===== config.mk =====
export PLATFORM = sky130hd
export DESIGN_NAME = dbg_seg_router_flat
export DESIGN_NICKNAME = d
export VERILOG_FILES = /design/src/rtl/dbg_pkg.sv /design/src/rtl/dbg_seg_router_if.sv /design/src/rtl/dbg_seg_router_ctr.sv /design/src/rtl/dbg_seg_router.sv /design/src/flat_wrapper.sv
export SDC_FILE = /design/constraint.sdc
export NUM_CORES = 1
export LEC_CHECK = 0
export ABC_CLOCK_PERIOD_IN_PS = 1900
export BUFFER_PORTS_ARGS = -buffer_cell sky130_fd_sc_hd__buf_2
export CAP_MARGIN = 40
export CORE_MARGIN = 2
export CORE_UTILIZATION = 25
export CTS_BUF_LIST = sky130_fd_sc_hd__clkbuf_2 sky130_fd_sc_hd__clkbuf_4 sky130_fd_sc_hd__clkbuf_8
export CTS_CLUSTER_DIAMETER = 100
export DETAILED_ROUTE_END_ITERATION = 16
export PLACE_DENSITY = 0.48
export SLEW_MARGIN = 30
export SYNTH_ARGS = -nofsm -noshare
export SYNTH_HDL_FRONTEND = slang
export SYNTH_SLANG_ARGS = --single-unit

===== constraint.sdc =====
create_clock -name clk_i -period 1.9 [get_ports clk_i]
set_input_delay 0.38 -clock clk_i [delete_from_list [all_inputs] [get_ports clk_i]]
set_output_delay 0.38 -clock clk_i [all_outputs]
set_load 0.02 [all_outputs]

===== src/rtl/dbg_pkg.sv =====
// Shared types and defaults for the debug-bus segment router.
// Contents: default address/index widths, segment identifiers, response error codes and
// router FSM states.
package dbg;

  localparam int unsigned Debug_addr_width          = 14;
  localparam int unsigned Debug_segment_index_width = 2;

  // Segment identifiers double as their segment index in the address MSBs.
  typedef enum logic [1:0] {
    SegCtl = 2'd0,
    SegRom = 2'd1,
    SegRam = 2'd2,
    SegIo  = 2'd3
  } seg_t;

  typedef enum logic [1:0] {
    ErrOk       = 2'd0,
    ErrUnmapped = 2'd1,
    ErrTimeout  = 2'd2
  } rsp_err_t;

  typedef enum logic [1:0] {
    StIdle,
    StWait,
    StResp
  } router_state_t;

endpackage


===== src/rtl/dbg_seg_router_if.sv =====
// Host-side request/response handshake between the debug bridge and the segment router.
// Request: req_valid/req_ready, req_addr, req_we, req_wdata.
// Response: rsp_valid/rsp_ready, rsp_rdata, rsp_err.
// master = host bridge, slave = router.
interface dbg_seg_router_if
  import dbg::*;
#(
  parameter int unsigned ADDR_W = Debug_addr_width,
  parameter int unsigned DATA_W = 8
);
  logic              req_valid;
  logic              req_ready;
  logic [ADDR_W-1:0] req_addr;
  logic              req_we;
  logic [DATA_W-1:0] req_wdata;
  logic              rsp_valid;
  logic              rsp_ready;
  logic [DATA_W-1:0] rsp_rdata;
  rsp_err_t          rsp_err;

  modport master (
    output req_valid, req_addr, req_we, req_wdata, rsp_ready,
    input  req_ready, rsp_valid, rsp_rdata, rsp_err
  );

  modport slave (
    input  req_valid, req_addr, req_we, req_wdata, rsp_ready,
    output req_ready, rsp_valid, rsp_rdata, rsp_err
  );
endinterface


===== src/rtl/dbg_seg_router_ctr.sv =====
// Wait-cycle counter for the segment router (module dbg_timeout_ctr).
// Ports: clk_i, rst_ni (sync, active-low), clr_i (clear, dominant), en_i (count),
// tc_o (high in the cycle the count reaches TIMEOUT).
module dbg_timeout_ctr #(
  parameter int unsigned TIMEOUT = 255
) (
  input  logic clk_i,
  input  logic rst_ni,
  input  logic clr_i,
  input  logic en_i,
  output logic tc_o
);
  localparam int unsigned CtrW = $clog2(TIMEOUT + 1);
  // Count starts at 0 in the first wait cycle, so the TIMEOUT-th cycle holds TIMEOUT-1.
  localparam logic [CtrW-1:0] TcVal = CtrW'(TIMEOUT - 1);

  logic [CtrW-1:0] cnt_q, cnt_d;

  always_comb begin
    cnt_d = cnt_q;
    if (clr_i) begin
      cnt_d = '0;
    end else if (en_i) begin
      cnt_d = cnt_q + 1'b1;
    end
  end

  assign tc_o = en_i && !clr_i && (cnt_q == TcVal);

  always_ff @(posedge clk_i) begin
    if (!rst_ni) begin
      cnt_q <= '0;
    end else begin
      cnt_q <= cnt_d;
    end
  end
endmodule


===== src/rtl/dbg_seg_router.sv =====
// Debug-bus segment router: decodes the address MSBs and forwards a single-beat request to one
// of N_SEG targets over a level req / single-cycle ack handshake, then returns data + error.
// Ports: clk_i, rst_ni (sync, active-low), bus (host handshake, slave modport),
// seg_req_o (one-hot), seg_we_o, seg_addr_o, seg_wdata_o (shared), seg_ack_i, seg_rdata_i
// (segment i at [i*DATA_W +: DATA_W]), busy_o.
// Optional: define DBG_ROUTER_ERRLOG_EN to add err_addr_o / err_cnt_o (last failing address
// and saturating error count).
module dbg_seg_router
  import dbg::*;
#(
  parameter int unsigned       ADDR_W      = Debug_addr_width,
  parameter int unsigned       SEG_IDX_W   = Debug_segment_index_width,
  parameter int unsigned       N_SEG       = 4,
  parameter logic [N_SEG-1:0]  SEG_EN_MASK = {N_SEG{1'b1}},
  parameter int unsigned       DATA_W      = 8,
  parameter int unsigned       TIMEOUT     = 255
) (
  input  logic                      clk_i,
  input  logic                      rst_ni,
  dbg_seg_router_if.slave           bus,
  output logic [N_SEG-1:0]          seg_req_o,
  output logic                      seg_we_o,
  output logic [ADDR_W-SEG_IDX_W-1:0] seg_addr_o,
  output logic [DATA_W-1:0]         seg_wdata_o,
  input  logic [N_SEG-1:0]          seg_ack_i,
  input  logic [N_SEG*DATA_W-1:0]   seg_rdata_i,
`ifdef DBG_ROUTER_ERRLOG_EN
  output logic [ADDR_W-1:0]         err_addr_o,
  output logic [7:0]                err_cnt_o,
`endif
  output logic                      busy_o
);
  localparam int unsigned SegAddrW = ADDR_W - SEG_IDX_W;

  router_state_t         state_q, state_d;
  logic [N_SEG-1:0]      seg_req_q, seg_req_d;
  logic                  seg_we_q, seg_we_d;
  logic [SegAddrW-1:0]   seg_addr_q, seg_addr_d;
  logic [DATA_W-1:0]     seg_wdata_q, seg_wdata_d;
  logic [DATA_W-1:0]     rsp_rdata_q, rsp_rdata_d;
  rsp_err_t              rsp_err_q, rsp_err_d;

  logic [SEG_IDX_W-1:0]  idx;
  logic [N_SEG-1:0]      sel_onehot;
  logic                  ack_hit;
  logic [DATA_W-1:0]     ack_rdata;
  logic                  tc;
  logic                  err_evt;

  assign idx = bus.req_addr[ADDR_W-1 -: SEG_IDX_W];

  // Empty one-hot means unmapped: index beyond N_SEG or segment masked off.
  always_comb begin
    sel_onehot = '0;
    for (int unsigned i = 0; i < N_SEG; i++) begin
      if ((idx == SEG_IDX_W'(i)) && SEG_EN_MASK[i]) sel_onehot[i] = 1'b1;
    end
  end

  // Only the ack of the segment being requested counts.
  assign ack_hit = |(seg_ack_i & seg_req_q);

  always_comb begin
    ack_rdata = '0;
    for (int unsigned i = 0; i < N_SEG; i++) begin
      if (seg_req_q[i]) ack_rdata = seg_rdata_i[i*DATA_W +: DATA_W];
    end
  end

  dbg_timeout_ctr #(
    .TIMEOUT (TIMEOUT)
  ) u_ctr (
    .clk_i  (clk_i),
    .rst_ni (rst_ni),
    .clr_i  (state_q != StWait),
    .en_i   (state_q == StWait),
    .tc_o   (tc)
  );

  always_comb begin
    state_d     = state_q;
    seg_req_d   = seg_req_q;
    seg_we_d    = seg_we_q;
    seg_addr_d  = seg_addr_q;
    seg_wdata_d = seg_wdata_q;
    rsp_rdata_d = rsp_rdata_q;
    rsp_err_d   = rsp_err_q;
    err_evt     = 1'b0;
    unique case (state_q)
      StIdle: begin
        if (bus.req_valid) begin
          seg_we_d    = bus.req_we;
          seg_addr_d  = bus.req_addr[SegAddrW-1:0];
          seg_wdata_d = bus.req_wdata;
          if (|sel_onehot) begin
            state_d   = StWait;
            seg_req_d = sel_onehot;
          end else begin
            state_d     = StResp;
            rsp_err_d   = ErrUnmapped;
            rsp_rdata_d = '0;
            err_evt     = 1'b1;
          end
        end
      end
      StWait: begin
        // Ack is tested first so it wins over a coincident terminal count.
        if (ack_hit) begin
          state_d     = StResp;
          seg_req_d   = '0;
          rsp_err_d   = ErrOk;
          rsp_rdata_d = seg_we_q ? '0 : ack_rdata;
        end else if (tc) begin
          state_d     = StResp;
          seg_req_d   = '0;
          rsp_err_d   = ErrTimeout;
          rsp_rdata_d = '1;
          err_evt     = 1'b1;
        end
      end
      StResp: begin
        if (bus.rsp_ready) state_d = StIdle;
      end
      default: state_d = StIdle;
    endcase
  end

  always_ff @(posedge clk_i) begin
    if (!rst_ni) begin
      state_q     <= StIdle;
      seg_req_q   <= '0;
      seg_we_q    <= 1'b0;
      seg_addr_q  <= '0;
      seg_wdata_q <= '0;
      rsp_rdata_q <= '0;
      rsp_err_q   <= ErrOk;
    end else begin
      state_q     <= state_d;
      seg_req_q   <= seg_req_d;
      seg_we_q    <= seg_we_d;
      seg_addr_q  <= seg_addr_d;
      seg_wdata_q <= seg_wdata_d;
      rsp_rdata_q <= rsp_rdata_d;
      rsp_err_q   <= rsp_err_d;
    end
  end

`ifdef DBG_ROUTER_ERRLOG_EN
  logic [ADDR_W-1:0] addr_q, addr_d;
  logic [ADDR_W-1:0] err_addr_q, err_addr_d;
  logic [7:0]        err_cnt_q, err_cnt_d;

  always_comb begin
    addr_d     = addr_q;
    err_addr_d = err_addr_q;
    err_cnt_d  = err_cnt_q;
    if ((state_q == StIdle) && bus.req_valid) addr_d = bus.req_addr;
    if (err_evt) begin
      // Unmapped errors occur in the accept cycle, before addr_q is loaded.
      err_addr_d = (state_q == StIdle) ? bus.req_addr : addr_q;
      if (err_cnt_q != 8'hFF) err_cnt_d = err_cnt_q + 8'd1;
    end
  end

  always_ff @(posedge clk_i) begin
    if (!rst_ni) begin
      addr_q     <= '0;
      err_addr_q <= '0;
      err_cnt_q  <= '0;
    end else begin
      addr_q     <= addr_d;
      err_addr_q <= err_addr_d;
      err_cnt_q  <= err_cnt_d;
    end
  end

  assign err_addr_o = err_addr_q;
  assign err_cnt_o  = err_cnt_q;
`endif

  assign bus.req_ready = (state_q == StIdle);
  assign bus.rsp_valid = (state_q == StResp);
  assign bus.rsp_rdata = rsp_rdata_q;
  assign bus.rsp_err   = rsp_err_q;
  assign seg_req_o     = seg_req_q;
  assign seg_we_o      = seg_we_q;
  assign seg_addr_o    = seg_addr_q;
  assign seg_wdata_o   = seg_wdata_q;
  assign busy_o        = (state_q != StIdle);
endmodule


===== src/flat_wrapper.sv =====
// flat-port wrapper written by rule: the top's interface ports become plain ports
module dbg_seg_router_flat import dbg::*;
#(
  parameter int unsigned       ADDR_W      = Debug_addr_width,
  parameter int unsigned       SEG_IDX_W   = Debug_segment_index_width,
  parameter int unsigned       N_SEG       = 4,
  parameter logic [N_SEG-1:0]  SEG_EN_MASK = {N_SEG{1'b1}},
  parameter int unsigned       DATA_W      = 8,
  parameter int unsigned       TIMEOUT     = 255
)
  (clk_i, rst_ni, seg_req_o, seg_we_o, seg_addr_o, seg_wdata_o, seg_ack_i, seg_rdata_i, busy_o, bus_req_valid, bus_req_addr, bus_req_we, bus_req_wdata, bus_rsp_ready, bus_req_ready, bus_rsp_valid, bus_rsp_rdata, bus_rsp_err);
  dbg_seg_router_if #(.ADDR_W(ADDR_W), .DATA_W(DATA_W)) bus_i ();
  input  logic clk_i;
  input  logic rst_ni;
  output logic [N_SEG-1:0] seg_req_o;
  output logic seg_we_o;
  output logic [ADDR_W-SEG_IDX_W-1:0] seg_addr_o;
  output logic [DATA_W-1:0] seg_wdata_o;
  input  logic [N_SEG-1:0] seg_ack_i;
  input  logic [N_SEG*DATA_W-1:0] seg_rdata_i;
  output logic busy_o;
  input wire logic [$bits(bus_i.req_valid)-1:0] bus_req_valid;
  input wire logic [$bits(bus_i.req_addr)-1:0] bus_req_addr;
  input wire logic [$bits(bus_i.req_we)-1:0] bus_req_we;
  input wire logic [$bits(bus_i.req_wdata)-1:0] bus_req_wdata;
  input wire logic [$bits(bus_i.rsp_ready)-1:0] bus_rsp_ready;
  output wire logic [$bits(bus_i.req_ready)-1:0] bus_req_ready;
  output wire logic [$bits(bus_i.rsp_valid)-1:0] bus_rsp_valid;
  output wire logic [$bits(bus_i.rsp_rdata)-1:0] bus_rsp_rdata;
  output wire logic [$bits(bus_i.rsp_err)-1:0] bus_rsp_err;
  assign bus_i.req_valid = bus_req_valid;
  assign bus_i.req_addr = bus_req_addr;
  assign bus_i.req_we = bus_req_we;
  assign bus_i.req_wdata = bus_req_wdata;
  assign bus_i.rsp_ready = bus_rsp_ready;
  assign bus_req_ready = bus_i.req_ready;
  assign bus_rsp_valid = bus_i.rsp_valid;
  assign bus_rsp_rdata = bus_i.rsp_rdata;
  assign bus_rsp_err = bus_i.rsp_err;
  dbg_seg_router #(.ADDR_W(ADDR_W), .SEG_IDX_W(SEG_IDX_W), .N_SEG(N_SEG), .SEG_EN_MASK(SEG_EN_MASK), .DATA_W(DATA_W), .TIMEOUT(TIMEOUT)) u_core (.clk_i(clk_i), .rst_ni(rst_ni), .bus(bus_i), .seg_req_o(seg_req_o), .seg_we_o(seg_we_o), .seg_addr_o(seg_addr_o), .seg_wdata_o(seg_wdata_o), .seg_ack_i(seg_ack_i), .seg_rdata_i(seg_rdata_i), .busy_o(busy_o));
endmodule

==> results of run 1 <==
[synthesized netlist by cell type (3+ instances only)]
| cell type | count | area share, % |
|---|---|---|
| nand3_1 | 4 | 1.0 |
| a21boi_0 | 24 | 9.0 |
| buf_2 | 6 | 1.5 |
| inv_1 | 3 | 0.56 |
| nor2_1 | 10 | 1.9 |
| a31oi_1 | 5 | 1.6 |
| nand2_1 | 54 | 10 |
| dfxtp_1 | 45 | 45 |
| xor2_1 | 3 | 1.3 |
| nor2b_1 | 5 | 1.6 |
| o221a_2 | 8 | 4.5 |
| clkbuf_1 | 7 | 1.3 |
| o21ai_0 | 16 | 4.0 |
| nand4_1 | 4 | 1.2 |
| nor3b_1 | 4 | 1.5 |
| a221oi_1 | 8 | 3.5 |
| and3_1 | 3 | 0.94 |
[path summary, 6_finish.rpt]
kind                            slack, ns                                   end  cells after the start
worst max-delay path                 0.21                         bus_req_ready                      4
worst min-delay path                 0.32     u_core.seg_addr_o[9]$_SDFFE_PN0P_                      3
worst max register to register       0.30  u_core.bus.rsp_rdata[6]$_SDFFE_PN0P_                      6
worst min register to register       0.44    u_core.bus.rsp_err[0]$_SDFFE_PN0P_                      2
[layout make-up]
class,count,share of cell area [%]
multi-input combinational,168,37.04
sequential,45,32.40
timing repair buffer,112,21.24
tap,102,4.590
clock inverter,1,1.080
inverter,3,0.4050
clock buffer,7,3.240
[sequential cells by signal, indices dropped and copies added, names as in the netlist]
name	flops
u_core.state_q	2
u_core.u_ctr.cnt_q	8
u_core.seg_req_o	4
u_core.bus.rsp_rdata	8
u_core.bus.rsp_err	2
u_core.seg_wdata_o	8
u_core.seg_we_o	1
u_core.seg_addr_o	12
[report_power, final]
part	switching [mW]	internal, mW
Sequential	0.0295	0.989
Combinational	0.226	0.172
Clock	0.314	0.443
Total	0.569	1.60
[cell usage in the layout, fill, tap and decap left out, types with 2 or more instances in the layout]
cell and count:
a31oi_1 5, nor3_1 2, o221a_2 8, buf_2 100, nor2b_1 5, a221oi_1 8
nor3b_1 3, nor2_1 10, xnor2_1 2, clkbuf_8 6, nand2_1 54, dfxtp_1 45
xor2_1 3, nand3_1 4, a21boi_0 24, buf_4 12, o21ai_0 16, ha_1 2
nand4_1 4, and3_1 3, inv_1 3
[routing by layer]
| layer | GRT usage [%] | share of wire, % | up-vias | wire length, µm |
|---|---|---|---|---|
| li1 | - | - | 1018 | - |
| met1 | 16.78 | 47 | 903 | 2564 |
| met2 | 19.00 | 45 | 67 | 2463 |
| met3 | 3.143 | 7.1 | 5 | 387 |
| met4 | 4.710 | 1.3 | 0 | 72 |
| met5 | 0 | 0 | - | 0 |
[kinds of logic after synthesis]
family | after synthesis | share of synthesized area [%]
AND/OR/NAND/NOR | 92 | 20.85
AO/OA/AOI/OAI | 69 | 26.84
flip-flops | 45 | 44.94
buffers and inverters | 17 | 3.933
XOR/XNOR | 5 | 2.185
adder cells (fa/ha/maj) | 2 | 1.248
[critical path, stage by stage (launching register included)]
cell	delay [ns]
dfxtp_1	0.36
buf_4	0.16
or2_2	0.30
inv_1	0.05
buf_2	0.15
==> results.md, run 1 <==
* Max Slew Vio Count at 0
* Cts hold-fix bufs at 0
* Cts bufs inserted at 5
* Antenna viol nets, final at 0
* Fin cells at 438
* Clock Tree Buf Depth at 2
* Multi-input logic area at 0.001030 mm²
* Share of layout cells above drive strength 1 at 39.29%
* Placed Instance Area at 0.002660 mm²
* Final setup skew at 0.009757 ns
* Post-Layout Inst Area at 0.002780 mm²
* Worst setup startpoint: u_core.state_q[0]$_SDFFE_PN0P_
* Worst EP required at 1.52 ns
* Period minus WS final at 1.692 ns
* Vias in the first global route at roughly 1800
* Post-CTS Setup Bufs at 0
* Fillers at 834
* Syn_area_per_cell at between 8 and 9 µm²
* Critical Path AT at around 1.3 ns
* Final Util at between 30 and 40%
* PortBufs at 100
* Post-DP HPWL at 4077 µm
* Post-synth EDFFs at 0
* Yosys reg bits at 45
* Htree depth at 2
* Initial DRT Pass Iterations at 4
* Resized Gates After CTS at 0
* Setup TNS at 0 ns
* Fmax at 0.5910 GHz
* Root Driver: clkbuf_8
* Layout Nets at 400
* All-Layer GR Usage at 12.41%
* Ys async rst share at 0%
* Post-Synthesis Cells at 230
* Critical Path Sink Type: output port
* Clock sink count at 45
* Reg area at 900.9 µm²
* WL/cell at ~13 µm
* Final setup fails at 0
* Clk_lat worst skew at 0.29 ns
* P&R area growth vs syn at 38.70%
* Ant diodes at 0
* Routed wire length at 5487 µm
* Die Wd at 93.54 µm
* Via density at 4.550
* Syn_nets at 295
* CP Max Fanout at 5
* Critical register-to-register path startpoint: u_core.u_ctr.cnt_q[0]$_SDFFE_PP0P_
* Final period util at 89.06%
* Worst Max-Slew Pin Slew at 0.4300 ns
* Sequential fraction of the synthesis area at 44.94%
* Max Cap Viol at 0
* Status: completed
* TritonCTS clock tree: done
* Via count at 1993
* Pin count of the biggest net entering global routing at 16
* Core area at between 0.007 and 0.008 mm²
* Initial Util at 25.81%
* Die Ht at 93.54 µm
* First-pass GRT wire length at ~8500 µm
* Io pins at about 100
* Ys Warns at 0
* Post-synth top flop: dfxtp_1
* FP Rows at 32
* Final hold violation count at 0
* Remaining DRCs at 0
* Grt total ovfl at 0
* Slew headroom at a little under three quarters
* DRT iter0 DRCs at 58
* Total power at 2.174 mW
* RSZ-0062 raised after global routing: no
* Worst min path class: input pin to register
* Startpoint Class: register
* Placed cells at 430
* Final worst slack at about 0.21 ns
* HP Start: bus_req_addr[9]
* Crit Path Category: register to output port
* Initial antenna violation count at 0
* Static Leakage at 1.255 nW
* Worst VDD drop at 0.3010 mV
* Pre-CTS setup slack at between 0.15 and 0.2 ns
* Gpl congestion at 0.7781
* Mapped Area at 0.002004 mm²
* Hold slack final at ~0.32 ns
* Distinct cells, synth at 35
* P per Cell Area at 781.8 mW/mm²
* Die area at 0.008750 mm²
* Reg clk slew, reported paths at 0.08 ns
(Power assumes the default switching activity.)
==> inputs of run 2 (changes only) <==
ABC_CLOCK_PERIOD_IN_PS = 1500   (was 1900)
PLACE_DENSITY = 0.5   (was 0.48)
clock period = 1.5 ns   (was 1.9 ns; I/O delays follow)
==> run 2 against run 1 <==
Effect of this change: clock skew fell by 0.0049 ns; largest power group unchanged; register-to-register slack lost 0.25 ns; final area is 3.2% higher; sequential power increased by 26%; flip-flop and latch count unchanged; largest cell class unchanged; via count up 4.5%; non-clock buffer count rose by 8; count of clock-buffer cells in the layout unchanged.
==> results.md, run 2 (synthesis gave the netlist of run 1 again) <==
* Critical Path Sink Type: register
* Gpl congestion at between 0.7 and 0.8
* Crit path cell chain: a22o_1 > a221oi_4 > a21oi_4 > buf_12 > o221a_2
* Pre-CTS setup slack at -0.04964 ns
* Die area at 0.008750 mm²
* WHS Path Cells at 3
* Worst min path class: input pin to register
* Slew headroom at 78.75%
* FP Rows at 32
* Remaining DRCs at 0
* Die Wd at around 94 µm
* Vias in the first global route at 1858
* Most common cell after layout, fill and taps aside: buf_2
* Slowest-stage cell, CP: dfxtp_2
* Routed wire length at 5625 µm
* Htree depth at 2
* Ant diodes at 0
* CP Max Fanout at 10
* Share of layout cells above drive strength 1 at 43.15%
* Worst EP required at between 1.5 and 2 ns
* Most frequent cells in the layout: buf_2 (98), nand2_1 (54), dfxtp_1 (40)
* Pin count of the biggest net entering global routing at 19
* Worst setup startpoint: u_core.seg_req_o[0]$_SDFFE_PN0P_
* Via density at between 4 and 5
* Static Leakage at 1.297 nW
* Final period util at 96.64%
* CP endpoint: u_core.bus.rsp_rdata[1]$_SDFFE_PN0P_
* Die Ht at 93.54 µm
* Reg clk slew, reported paths at about 0.08 ns
* Fin cells at 445
* Max Slew Vio Count at 0
* First-pass GRT wire length at 9004 µm
* Critical Path AT at 1.64 ns
* Placed cells at between 400 and 500
* Worst Max-Slew Pin Slew at 0.3187 ns
* Cts bufs inserted at 5
* DRT iter0 DRCs at 61
* Max Cap Viol at 0
* Final worst slack at 0.05045 ns
* Period minus WS final at roughly 1.4 ns
* Final setup fails at 0
* PortBufs at 100
* Initial DRT Pass Iterations at 4
* Clock Tree Buf Depth at 2
* Critical register-to-register path startpoint: u_core.seg_req_o[0]$_SDFFE_PN0P_
* Io pins at 101
* Root Driver: clkbuf_8
* Final hold violation count at 0
* Clk_lat worst skew at just under 0.3 ns
* Final setup skew at roughly 0.005 ns
* Antenna viol nets, final at 0
* Startpoint Class: register
* Initial antenna violation count at 0
* WL/cell at around 13 µm
* Critical Path Stages at 5
* CP peak stage delay at 0.34 ns
* Grt total ovfl at 0
* P&R area growth vs syn at 43.20%
* Setup TNS at 0 ns
* All-Layer GR Usage at 12.87%
* Crit Path Category: register to register
* Clock sink count at 45
* Fillers at 856
* Core area at 0.007767 mm²
* P per Cell Area at 907.7 mW/mm²
* Layout Nets at 408
* TritonCTS clock tree: done
* Fmax at 0.6899 GHz
* Max reg flops at 12
* Reg2reg path depth at 5
* CP bufs+invs at 1
* FF-to-FF setup slack at 0.05 ns
* Via count at 2083
* Initial Util at 25.81%
* Worst VDD drop at 0.3623 mV
* Post-DP HPWL at 4256 µm
* Top delay family on crit path: compound AO/OA/AOI/OAI gates
* Status: completed
* End of the worst register-to-register path: u_core.bus.rsp_rdata[1]$_SDFFE_PN0P_
## run 2: what timing repair did
action                                  in CTS  in global routing
hold buffers                                 0                  0
buffers inserted                             0                  2
gates cloned                                 0                  0
pin swaps                                    0                  2
gates resized for setup                      7                  9
endpoints found under the setup margin       2                 15
## run 2: how the worst min path moves through the flow
stage | start | end | slack, ns
CTS | bus_req_wdata[1] | u_core.seg_wdata_o[1]$_SDFFE_PN0P_ | 0.24
finish | bus_req_addr[11] | u_core.seg_addr_o[11]$_SDFFE_PN0P_ | 0.25
floorplan | u_core.u_ctr.cnt_q[0]$_SDFFE_PP0P_ | u_core.u_ctr.cnt_q[0]$_SDFFE_PP0P_ | 0.43
global placement | u_core.bus.rsp_err[0]$_SDFFE_PN0P_ | u_core.bus.rsp_err[0]$_SDFFE_PN0P_ | 0.42
detailed placement | u_core.bus.rsp_err[0]$_SDFFE_PN0P_ | u_core.bus.rsp_err[0]$_SDFFE_PN0P_ | 0.44
global route | bus_req_addr[1] | u_core.seg_addr_o[1]$_SDFFE_PN0P_ | 0.24
## run 2: where the power goes
group / total, mW / switching [mW] / internal (mW) / leakage, nW
sequential: 1.29 / 0.0386 / 1.25 / 0.369
combinational: 0.544 / 0.295 / 0.250 / 0.880
clock: 0.769 / 0.385 / 0.384 / 0.0477
## run 2: tightest hold or removal path: stages
cell and delay, ns:
buf_2 0.10, nand2_1 0.04, a21boi_0 0.06
## run 2: layout make-up
cell class	instances	area [µm²]	area share, %
clock buffers	7	90.09	3.139
inverters	3	11.26	0.3923
multi-input cells	168	1044	36.36
flip-flops and latches	45	909.6	31.69
well taps	102	127.6	4.446
repair buffers	120	688.2	23.98
## run 2: routing by layer
metal  part of all wire (%)  vias up  global-route usage, %
li1                       -     1040                      -
met2                     48       67                  20.74
met4                   0.82        0                  3.261
met1                     45      971                  17.30
met3                    6.2        5                  3.143
met5                      0        -                      0
## run 2: metrics by stage
step | utilization, % | hold slack, ns | area, µm² | power [mW]
after detailed placement | 35.18 | 0.4383 | 2733 | 1.853
after floorplan | - | 0.4297 | 2004 | 1.605
final | 36.95 | 0.2456 | 2870 | 2.605
after CTS | 36.55 | 0.2362 | 2839 | 2.658
after global placement | 35.18 | 0.4222 | 2733 | 1.849
after global routing | 36.95 | 0.2410 | 2870 | 2.788
==> inputs of run 3 (changes only) <==
ABC_AREA = 1   (was unset)
CORE_MARGIN = unset   (was 2)
PLACE_DENSITY = 0.49   (was 0.5)
==> run 3 against run 2 <==
Effect of this change: wire length grew 1.6%; worst hold slack gained 0.0099 ns; clock skew grew 0.0027 ns; first-iteration DRC count grew 1.6%; count of clock-buffer cells in the layout shrank 1; largest power group unchanged.
==> results.md, run 3 <==
* Worst Max-Slew Pin Slew at ~0.35 ns
* Remaining DRCs at 0
* Post-synthesis mux area share at 0%
* Crit path cell chain: buf_4 > buf_2
* P&R area growth vs syn at 31.33%
* Post-Synthesis Cells at 321
* Layout Nets at between 400 and 500
* Max reg flops at 12
* Slowest-stage cell, CP: dfxtp_1
* Static Leakage at 1.555 nW
* TritonCTS clock tree: done
* Most frequent cells in the layout: buf_2 (100), nor2_1 (71), nand2_1 (57)
* Core area at between 0.008 and 0.009 mm²
* Placed Instance Area at 0.002861 mm²
* Post-synth top area share at approximately 40%
* Period minus WS final at 1.398 ns
* Setup TNS at 0 ns
* Fmax at 0.7155 GHz
* PortBufs at 100
* Top delay family on crit path: buffers and inverters
* Post-DP HPWL at 4535 µm
* DRT iter0 DRCs at 62
* Pin count of the biggest net entering global routing at 22
* Initial DRT Pass Iterations at 4
* Worst VDD drop at between 0.3 and 0.4 mV
* Status: completed
* Post-synth EDFFs at 0
* Worst min path class: input pin to register
* Yosys top cell by area: dfxtp_1
* Routed wire length at 5716 µm
* WL/cell at 10.78 µm
* Ys async rst share at 0%
* Post-synth top cells: nor2_1 (72), nand2_1 (57), dfxtp_1 (45), inv_1 (31), o21ai_0 (21)
* P_int at approximately 2.0 mW
* Post-synth top flop: dfxtp_1
* Root Driver: clkbuf_8
* Reg2reg path depth at 9
* WHS Path Cells at 3
* Max Slew Vio Count at 0
* Gpl congestion at between 0.7 and 0.8
* CP Max Fanout at 18
* Distinct cells, synth at 27
* Final setup skew at around 0.0076 ns
* Syn_nets at roughly 390
* Post-Layout Inst Area at 0.002958 mm²
* Combinational Power Share at 30.7%
* Synth Area in XOR/XNOR at approximately 1.6%
* Sw frac at 34.39%
* Cts hold-fix bufs at 0
* Syn_area_per_cell at 7.016 µm²
* FP Rows at 34
* Grt total ovfl at 0
* Slew headroom at approximately three quarters
* Cts bufs inserted at 5
* P per Cell Area at 1029 mW/mm²
* Antenna viol nets, final at 0
* First-pass GRT wire length at roughly 9600 µm
* Adder-cell share of the synthesized area at 1.111%
* Clk_lat worst skew at 0.29 ns
* Final period util at 93.18%
* Simple-Gate Fraction of Synth Area at 34.22%
* CP peak stage delay at roughly 0.38 ns
* Share of layout cells above drive strength 1 at 34.12%
* Clock sink count at 45
* RSZ-0062 raised after global routing: no
* Htree depth at 2
* Crit Path Category: register to output port
* Vias in the first global route at 2246
* Initial Util at between 20% and 30%
* Synth top area cells: dfxtp_1 (40%), nor2_1 (12%), nand2_1 (9.5%)
* Sequential fraction of the synthesis area at about two fifths
* Main combinational cell family by area after synthesis: simple AND/OR/NAND/NOR gates
* Most common cell after layout, fill and taps aside: buf_2
* Post-CTS Setup Bufs at 0
* Total power at 3.044 mW
* Startpoint Class: register
* Die Wd at a little under 100 µm
* Net Sw Power at 1.047 mW
* Reg clk slew, reported paths at roughly 0.080 ns
* Critical Path Stages at 2
* Critical Path AT at 1.10 ns
* Final hold violation count at 0
* Initial antenna violation count at 0
* FF-to-FF setup slack at 0.17 ns
* Sequential Power Share at between 40% and 50%
* Ys Warns at 0
* Final setup fails at 0
* Resized Gates After CTS at 0
* Io pins at 101
* Max Cap Viol at 0
* Worst EP required at between 1 and 1.5 ns
* CP bufs+invs at 2
* Clock Tree Buf Depth at 2
* All-Layer GR Usage at between 10% and 20%
* Fillers at a little under 1000
* Die area at 0.009393 mm²
* Yosys reg bits at 45
* Critical Path Sink Type: output port
* Clock Power Share at 24.3%
* Via count at approximately 2300
* Ant diodes at 0
* Complex-gate fraction of the synthesized area at between 10% and 20%
* Mapped Area at ~0.0023 mm²
* Via density at between 4 and 5
* Die Ht at 96.92 µm
* Top-count cell post-synth: nor2_1
==> run 3: layout make-up <==
| type | count | area (µm²) | area share, % |
|---|---|---|---|
| clock buffers | 6 | 76.32 | 2.580 |
| clock inverters | 2 | 10.01 | 0.3384 |
| inverters | 33 | 123.9 | 4.188 |
| multi-input cells | 227 | 1131 | 38.24 |
| flip-flops and latches | 45 | 900.9 | 30.46 |
| well taps | 108 | 135.1 | 4.569 |
| repair buffers | 109 | 580.6 | 19.63 |
==> run 3: power groups by stage <==
| stage | combinational (mW) | clock [mW] | sequential (mW) |
|---|---|---|---|
| 2_1_floorplan | 0.544 | 0 | 1.50 |
| 3_3_place_gp | 0.940 | 0 | 1.40 |
| 3_5_place_dp | 0.952 | 0 | 1.40 |
| 4_1_cts | 0.953 | 0.787 | 1.37 |
| 5_1_grt | 1.05 | 0.827 | 1.39 |
| 6_report | 0.935 | 0.741 | 1.37 |
==> run 3: final timing paths <==
path,startpoint,to
max,u_core.seg_req_o[3]$_SDFFE_PN0P_,seg_req_o[3]
min,bus_req_wdata[7],u_core.seg_wdata_o[7]$_SDFFE_PN0P_
max reg2reg,u_core.u_ctr.cnt_q[0]$_SDFFE_PP0P_,u_core.seg_req_o[3]$_SDFFE_PN0P_
min reg2reg,u_core.bus.rsp_err[0]$_SDFFE_PN0P_,u_core.bus.rsp_err[0]$_SDFFE_PN0P_
==> run 3: worst reg2reg max path: stages (launching register included) <==
cell and delay, ns:
dfxtp_1 0.34, inv_1 0.06, ha_1 0.14, inv_1 0.04, nor2_2 0.17, nand2_1 0.08
nand3_1 0.19, nand3_1 0.10, nand2_1 0.07, nor2_1 0.04
==> run 3: routing by layer <==
metal / global-route usage (%) / routed length (µm) / vias to the layer above
li1: - / - / 1199
met1: 13.72 / 2514 / 1066
met2: 23.08 / 2915 / 43
met3: 2.818 / 239 / 5
met4: 3.444 / 46 / 0
met5: 0 / 0 / -
==> run 3: per-stage QoR <==
step / hold WS, ns / utilization (%) / worst slack [ns] / instances
after global placement: 0.4284 / 32.81 / 0.1084 / 522
after CTS: 0.2432 / 33.80 / 0.06234 / 530
after floorplan: 0.4297 / - / 0.1722 / 321
after global routing: 0.2753 / 33.92 / 0.03703 / 530
final: 0.2556 / 33.92 / 0.1023 / 530
after detailed placement: 0.4284 / 32.81 / 0.07791 / 522
==> run 3: kinds of logic (layout without fill, tap and decap cells) <==
| logic type | after synthesis | in the layout |
|---|---|---|
| buffers and inverters | 49 | 150 |
| AND/OR/NAND/NOR | 172 | 172 |
| XOR/XNOR | 4 | 4 |
| AO/OA/AOI/OAI | 49 | 49 |
| flip-flops | 45 | 45 |
| adder cells (fa/ha/maj) | 2 | 2 |
